==> src/rtl/seg_frame_buffer.sv <==
// Eight-digit active-low segment frame buffer feeding the multiplexed 7-segment scanner.
// Host writes (raw or hex-decoded), tick-driven ring rotation, per-digit blink, 1-cycle read.
module seg_frame_buffer #(
  parameter int TICK_DIV = 12500000,
  parameter int CNT_W    = 24
) (
  input  logic       clk,
  input  logic       reset,
  input  logic       wr_valid,
  output logic       wr_ready,
  input  logic [2:0] wr_addr,
  input  logic       wr_mode,
  input  logic [7:0] wr_data,
  input  logic       anim_en,
  input  logic [7:0] dir_mask,
  input  logic [7:0] blink_mask,
  input  logic [2:0] scan_idx,
  output logic [7:0] seg_data,
  output logic       tick
);

  localparam logic [CNT_W-1:0] CNT_LAST = CNT_W'(TICK_DIV - 1);

  logic [CNT_W-1:0] cnt_r;
  logic             blink_phase_r;
  logic [7:0]       buf_r [8];
  logic [7:0]       seg_data_r;
  logic             tick_s;
  logic             rot_s;
  logic             wr_fire_s;
  logic [7:0]       wr_value_s;

  // Hex nibble to active-low segments a..g (dp handled separately).
  function automatic logic [6:0] hex_dec(input logic [3:0] nib);
    logic [6:0] seg;
    case (nib)
      4'h0:    seg = 7'h40;
      4'h1:    seg = 7'h79;
      4'h2:    seg = 7'h24;
      4'h3:    seg = 7'h30;
      4'h4:    seg = 7'h19;
      4'h5:    seg = 7'h12;
      4'h6:    seg = 7'h02;
      4'h7:    seg = 7'h78;
      4'h8:    seg = 7'h00;
      4'h9:    seg = 7'h10;
      4'hA:    seg = 7'h08;
      4'hB:    seg = 7'h03;
      4'hC:    seg = 7'h46;
      4'hD:    seg = 7'h21;
      4'hE:    seg = 7'h06;
      4'hF:    seg = 7'h0E;
      default: seg = 7'h7F;
    endcase
    return seg;
  endfunction

  // Ring-rotate the six outer segments a..f; g and dp stay put.
  function automatic logic [7:0] ring_rot(input logic [7:0] b, input logic left);
    logic [7:0] r;
    if (left) begin
      r = {b[7:6], b[4:0], b[5]};
    end else begin
      r = {b[7:6], b[0], b[5:1]};
    end
    return r;
  endfunction

  assign tick_s    = (cnt_r == CNT_LAST);
  assign rot_s     = tick_s & anim_en;
  assign wr_fire_s = wr_valid & ~rot_s;
  assign wr_ready  = ~rot_s;
  assign tick      = tick_s;
  assign seg_data  = seg_data_r;

  // Value stored by an accepted write.
  always_comb begin
    wr_value_s = wr_data;
    if (wr_mode) begin
      wr_value_s = {~wr_data[7], hex_dec(wr_data[3:0])};
    end else begin
      wr_value_s = wr_data;
    end
  end

  // Free-running tick divider and blink phase.
  always_ff @(posedge clk or negedge reset) begin
    if (!reset) begin
      cnt_r         <= {CNT_W{1'b0}};
      blink_phase_r <= 1'b0;
    end else if (tick_s) begin
      cnt_r         <= {CNT_W{1'b0}};
      blink_phase_r <= ~blink_phase_r;
    end else begin
      cnt_r         <= cnt_r + CNT_W'(1);
      blink_phase_r <= blink_phase_r;
    end
  end

  // Frame buffer: writes never coincide with a rotation because wr_ready drops then.
  always_ff @(posedge clk or negedge reset) begin
    if (!reset) begin
      for (int i = 0; i < 8; i++) begin
        buf_r[i] <= 8'hFF;
      end
    end else begin
      for (int i = 0; i < 8; i++) begin
        if (wr_fire_s && (wr_addr == 3'(i))) begin
          buf_r[i] <= wr_value_s;
        end else if (rot_s) begin
          buf_r[i] <= ring_rot(buf_r[i], dir_mask[i]);
        end else begin
          buf_r[i] <= buf_r[i];
        end
      end
    end
  end

  // Registered scanner read, blanked during the blink-off phase.
  always_ff @(posedge clk or negedge reset) begin
    if (!reset) begin
      seg_data_r <= 8'hFF;
    end else if (blink_mask[scan_idx] && blink_phase_r) begin
      seg_data_r <= 8'hFF;
    end else begin
      seg_data_r <= buf_r[scan_idx];
    end
  end

endmodule

==> config.mk <==
export PLATFORM = sky130hd
export DESIGN_NAME = seg_frame_buffer
export DESIGN_NICKNAME = d
export VERILOG_FILES = /design/src/rtl/seg_frame_buffer.sv
export SDC_FILE = /design/constraint.sdc
export NUM_CORES = 1
export LEC_CHECK = 0
export CORE_MARGIN = 1.5
export CORE_UTILIZATION = 30
export CTS_CLUSTER_DIAMETER = 60
export DETAILED_ROUTE_END_ITERATION = 7
export SKIP_LAST_GASP = 1
export SLEW_MARGIN = 20
export SYNTH_ARGS = -nofsm -noshare
export SYNTH_HDL_FRONTEND = slang
export SYNTH_SLANG_ARGS = --single-unit
==> constraint.sdc <==
create_clock -name clk -period 4.25 [get_ports clk]
set_input_delay 0.6375 -clock clk [delete_from_list [all_inputs] [get_ports clk]]
set_output_delay 0.6375 -clock clk [all_outputs]
set_load 0.05 [all_outputs]
==> impl_metrics.toml, run 1 <==
[pwr]
p_comb_share_pct = 24.5
powerDensity_mw_per_mm2 = 406
power_leakage_uw = 0.00273
p_int_uw = 2020
clkPwrFrac_pct = 28.1
switching_share_pct = 30.1
power.switching_uw = 871
vdd_drop_max_v = 0.000149
seq_power_share_pct = 47.4

[min_path]
hold_class = "primary input to async pin"

[sta]
drv_slew = 0
setup_tns_ns = 0
rsz0062_at_grt = "no"
period_minus_slack_ns = 3.49
worst_pin_slew_ns = 1.17
period_share_pct = 82.1
skew_ns = 0.00654
whs_ns = 0.343
setup_slack_ns = 0.760
slew_headroom_pct = 21.5
hold_viol_final = 0
setup_viol = 0
fmax_mhz = 287

[finish]
drive_gt1_share_pct = 27.9
nets = 606
n_fill_cell = 1977
insertedDiodeCount = 0
fin_area_mm2 = 0.00713
area_growth_pct = 15.4

[setup_path]
startpoint_type = "flop"
endpoint = "wr_ready"
path_max_fanout = 9
path_cells = "ha_1, and4_1, nand4_1, or2_2, clkdlybuf4s50_1"
crit_path_end_kind = "output pin"
reg2reg_from = "cnt_r[0]"
required_ns = 3.61
r2r_slack_ns = 1.71
criticalPathCategory = "flop to output pin"
reg2reg_depth = 6
arrival_ns = 2.85
cp-startpoint = "cnt_r[0]"
max_stage_delay_ns = 0.70
r2r_end = "buf_r[58]"
cp_slowest_cell = "clkdlybuf4s50_1"

[floorplanning]
dieHeight_um = 146
die_w_um = 146
rows = 52
io_pins = 45
initial_utilization_pct = 30.5
fp.coreArea_mm2 = 0.0202
dieArea_mm2 = 0.0215

[synth]
synth.distinct_cells = 54
ys_seq_elements = 97
yosysSeqAreaShare_pct = 40.8
synth_area_leader_cell = "dfstp_2"
ys_async_sr_fraction_pct = 100
synthesis.instances = 538
synth_edf_count = 0
synth_top_area_share_pct = 30.6
ys.flop_type = "dfstp_2"
synth_area_per_cell_um2 = 11.5
synth_area_leaders = "dfstp_2 31%, mux2i_1 21%, dfrtp_1 10%, mux4_2 6.6%, mux2_2 4.7%"
yosysWarnings = 0
synth.net_count = 580
netlist_area_mm2 = 0.00618

[place]
dpl-instance-area_mm2 = 0.00684
dp_slack_ns = 1.07
dp_hpwl_um = 11300
gp_congestion = 0.838
port_buffers = 44

[clock_network]
numCtsBuffers = 9
cts_root_buf = "clkbuf_16"
clkSinkCount = 97
clk_latency_ns = 0.35
clk_path_buf_depth = 2
cts_tree = "built"
clk_pin_slew_worst_paths_ns = 0.06
cts_resized = 0
cts_htree_levels = 3
cts_setup_buffers = 0
cts_hold_buf = 0

[global_route]
grt_pass1_wl_um = 25600
grtUsageTotal_pct = 15.4
overflow = 0
grt_pass1_vias = 4525
grt_max_degree = 61
antenna_found_initial = 0

[detailed_routing]
antenna_left = 0
num_vias = 4395
via_per_inst = 5.24
first_pass_iters = 5
drc_errors = 0
drtIter0Drc = 278
postRouteWirelength_um = 15900
wl_per_cell_um = 18.9

[run]
max_cap_viol_count = 0

[status]
status = "finished, final reports clean"
cell usage after synthesis (all sizes together), types with 2 or more instances:
cell type	n
nand4b	3
or2	8
o21bai	3
dfrtp	25
and3	3
nor4bb	3
and2	2
nor3	4
xor2	8
mux2i	127
or4b	2
o21ai	9
nand2b	16
mux2	26
nor4b	4
nand3b	3
o211ai	3
nor4	4
inv	9
mux4	18
xnor2	8
nor2	17
nor2b	5
and4	4
a22oi	5
or4	2
o31ai	20
nand2	26
buf	25
nand4	12
dfstp	72
nand3	8
a21oi	15
or3	3
a31oi	8
clkbuf	15
ha	7
through the flow:
stage,power (µW),util [%],std cells
6_report,2890,35.2,839
5_1_grt,3030,35.2,839
4_1_cts,2920,35.2,839
3_5_place_dp,2090,33.8,823
3_3_place_gp,2060,33.8,823
2_1_floorplan,1830,-,538
power by group through the flow:
stage	clock (µW)	sequential, µW	combinational (µW)
after global placement	0	1370	688
after CTS	837	1370	712
after floorplan	0	1400	430
final	814	1370	708
after detailed placement	0	1380	710
after global routing	872	1390	771
worst min path at each step:
stage | from | end | slack (ns) | depth (start not counted)
finish | reset | cnt_r[12] | 0.34 | 1
detailed placement | blink_phase_r | blink_phase_r | 0.47 | 1
CTS | reset | cnt_r[11] | 0.38 | 1
global route | reset | cnt_r[10] | 0.41 | 1
global placement | cnt_r[20] | cnt_r[20] | 0.46 | 1
floorplan | reset | blink_phase_r | 0.34 | 0
layer usage:
layer	global-route usage, %	part of all wire (%)	up-vias
met4	5.51	1.7	0
li1	-	-	2055
met3	2.84	4.2	20
met5	0	0	-
met2	23.3	46	106
met1	21.9	48	2214
layout by cell type (no fill, tap or decap), types with 12 or more instances in the layout:
cell type and count:
clkdlybuf4s50_1 43, dfrtp_1 25, nand2_1 26, dfstp_2 72, a21oi_1 15, nand4_1 12, nand2b_1 16, buf_4 12
mux4_2 18, o31ai_1 20, mux2_2 26, nor2_1 17, mux2i_1 127
logic make-up after synthesis:
group                      Yosys count  share of synthesized area [%]
buffers and inverters               49                           3.83
DFF                                 97                           40.8
and+or+nand+nor                    130                           12.6
muxes                              171                           31.9
xor gates and xnor gates            16                           2.27
adders and majority gates            7                           1.42
AOI/OAI and AO/OA                   68                           7.21
state kept, by name, summed over array words and instances (netlist names):
register and cells:
buf_r 64, cnt_r 24, seg_data 8, blink_phase_r 1
final cells by class:
cell class | instances | area, µm² | share of cell area, %
clock buffers | 11 | 233 | 3.26
clock inverters | 5 | 56.3 | 0.790
inverters | 9 | 33.8 | 0.474
multi-input cells | 392 | 3430 | 48.1
flip-flops and latches | 97 | 2520 | 35.3
well taps | 270 | 338 | 4.74
repair buffers | 55 | 520 | 7.30
worst max-delay path: cells and delay by family (launching register included):
| kind | cells | cell delay [ns] |
|---|---|---|
| adder cells (fa/ha/maj) | 1 | 0.23 |
| buffers and inverters | 1 | 0.70 |
| flip-flops | 1 | 0.39 |
| AND/OR/NAND/NOR | 3 | 1.18 |
No activity file was read; power rests on OpenSTA's default activity.
==> inputs of run 2 (changes only) <==
clock period = 3.6 ns   (was 4.25 ns; I/O delays follow)
==> run 2 against run 1 <==
Effect of this change:
- sequential share of layout area is 0.26 points lower
- clock power is 17% higher
- clock-buffer cell count shrank 1
- worst setup slack worse by 0.54 ns
- design area is 0.74% higher
- flip-flop and latch count unchanged
- critical path type unchanged
==> impl_metrics.toml, run 2 (synthesis gave the netlist of run 1 again) <==
[setup_path]
startpoint_type = "flop"
reg2reg_from = "cnt_r[0]"
required_ns = 3.06
criticalPathCategory = "flop to output pin"
r2r_slack_ns = 1.29
path_max_fanout = 9
crit_path_end_kind = "output pin"
reg2reg_depth = 5
arrival_ns = 2.84
r2r_end = "buf_r[63]"

[sta]
whs_ns = 0.198
hold_viol_final = 0
skew_ns = 0.00611
setup_tns_ns = 0
period_share_pct = 93.8
fmax_mhz = 296
slew_headroom_pct = 39.6
rsz0062_at_grt = "no"
drv_slew = 0
worst_pin_slew_ns = 0.903
setup_viol = 0
period_minus_slack_ns = 3.38

[finish]
top_register = "buf_r"
layout_common_cells = "127 x mux2i_1, 72 x dfstp_2, 43 x clkdlybuf4s50_1"
utilization_pct = 35.5
insertedDiodeCount = 0
n_fill_cell = 1965
nets = 611
multi_input_area_mm2 = 0.00343
drive_gt1_share_pct = 28.7
ff_latch_area_mm2 = 0.00252
area_growth_pct = 16.2
largest_register_ffs = 64
final_common_cell = "mux2i_1"
fin_cells = 844

[floorplanning]
io_pins = 45
fp.coreArea_mm2 = 0.0202
dieArea_mm2 = 0.0215
initial_utilization_pct = 30.5
dieHeight_um = 146
rows = 52
die_w_um = 146

[clock_network]
clk_pin_slew_worst_paths_ns = 0.06
cts_setup_buffers = 0
cts_tree = "built"
cts_resized = 0
numCtsBuffers = 9
clk_latency_ns = 0.35
cts_hold_buf = 0
cts_htree_levels = 3
clkSinkCount = 97
clk_path_buf_depth = 2
cts_root_buf = "clkbuf_16"

[pwr]
power_leakage_uw = 0.00277
powerDensity_mw_per_mm2 = 474
vdd_drop_max_v = 0.000221

[place]
dp_hpwl_um = 11400
port_buffers = 44
gp_congestion = 0.852
dp.cells = 828

[detailed_routing]
wl_per_cell_um = 18.9
antenna_left = 0
via_per_inst = 5.23
postRouteWirelength_um = 16000
first_pass_iters = 4
num_vias = 4418
drtIter0Drc = 315
drc_errors = 0

[global_route]
grt_pass1_vias = 4511
grt_pass1_wl_um = 25500
grtUsageTotal_pct = 15.4
grt_max_degree = 82
overflow = 0
antenna_found_initial = 0

[status]
status = "finished, final reports clean"

[run]
max_cap_viol_count = 0

[min_path]
hold_class = "primary input to async pin"
==> run 2: worst max-delay path by stage <==
stage / from / endpoint
2_1_floorplan: cnt_r[14] / tick
3_3_place_gp: anim_en / wr_ready
3_5_place_dp: cnt_r[0] / wr_ready
4_1_cts: cnt_r[0] / wr_ready
5_1_grt: cnt_r[14] / wr_ready
6_report: cnt_r[0] / wr_ready
==> run 2: routing by layer <==
layer	routed length, µm	GRT usage (%)	vias to the layer above
li1	-	-	2064
met1	7710	21.6	2239
met2	7220	23.6	93
met3	627	2.50	22
met4	431	6.52	0
met5	0	0	-
==> run 2: layout make-up <==
class	instances	area share, %
timing repair buffer	60	8.00
tap	270	4.70
multi-input combinational	392	47.8
sequential	97	35.1
clock buffer	10	3.19
clock inverter	6	0.819
inverter	9	0.470
==> run 2: critical path, stage by stage, from the launching register on <==
cell and delay, ns:
dfrtp_1 0.39, ha_1 0.24, and4_1 0.39, nand4_1 0.37, or2_2 0.39, clkdlybuf4s50_1 0.71
==> run 2: through the flow <==
step | instance area, µm² | setup WS [ns] | total power [µW]
2_1_floorplan | 6180 | 1.31 | 2160
3_3_place_gp | 6890 | 0.669 | 2440
3_5_place_dp | 6890 | 0.592 | 2470
4_1_cts | 7180 | 0.210 | 3440
5_1_grt | 7180 | 0.0562 | 3590
6_report | 7180 | 0.222 | 3410
==> run 2: power by group <==
| group | internal, µW | switching (µW) | total, µW |
|---|---|---|---|
| Sequential | 1430 | 182 | 1610 |
| Clock | 535 | 418 | 953 |
| Combinational | 420 | 419 | 840 |
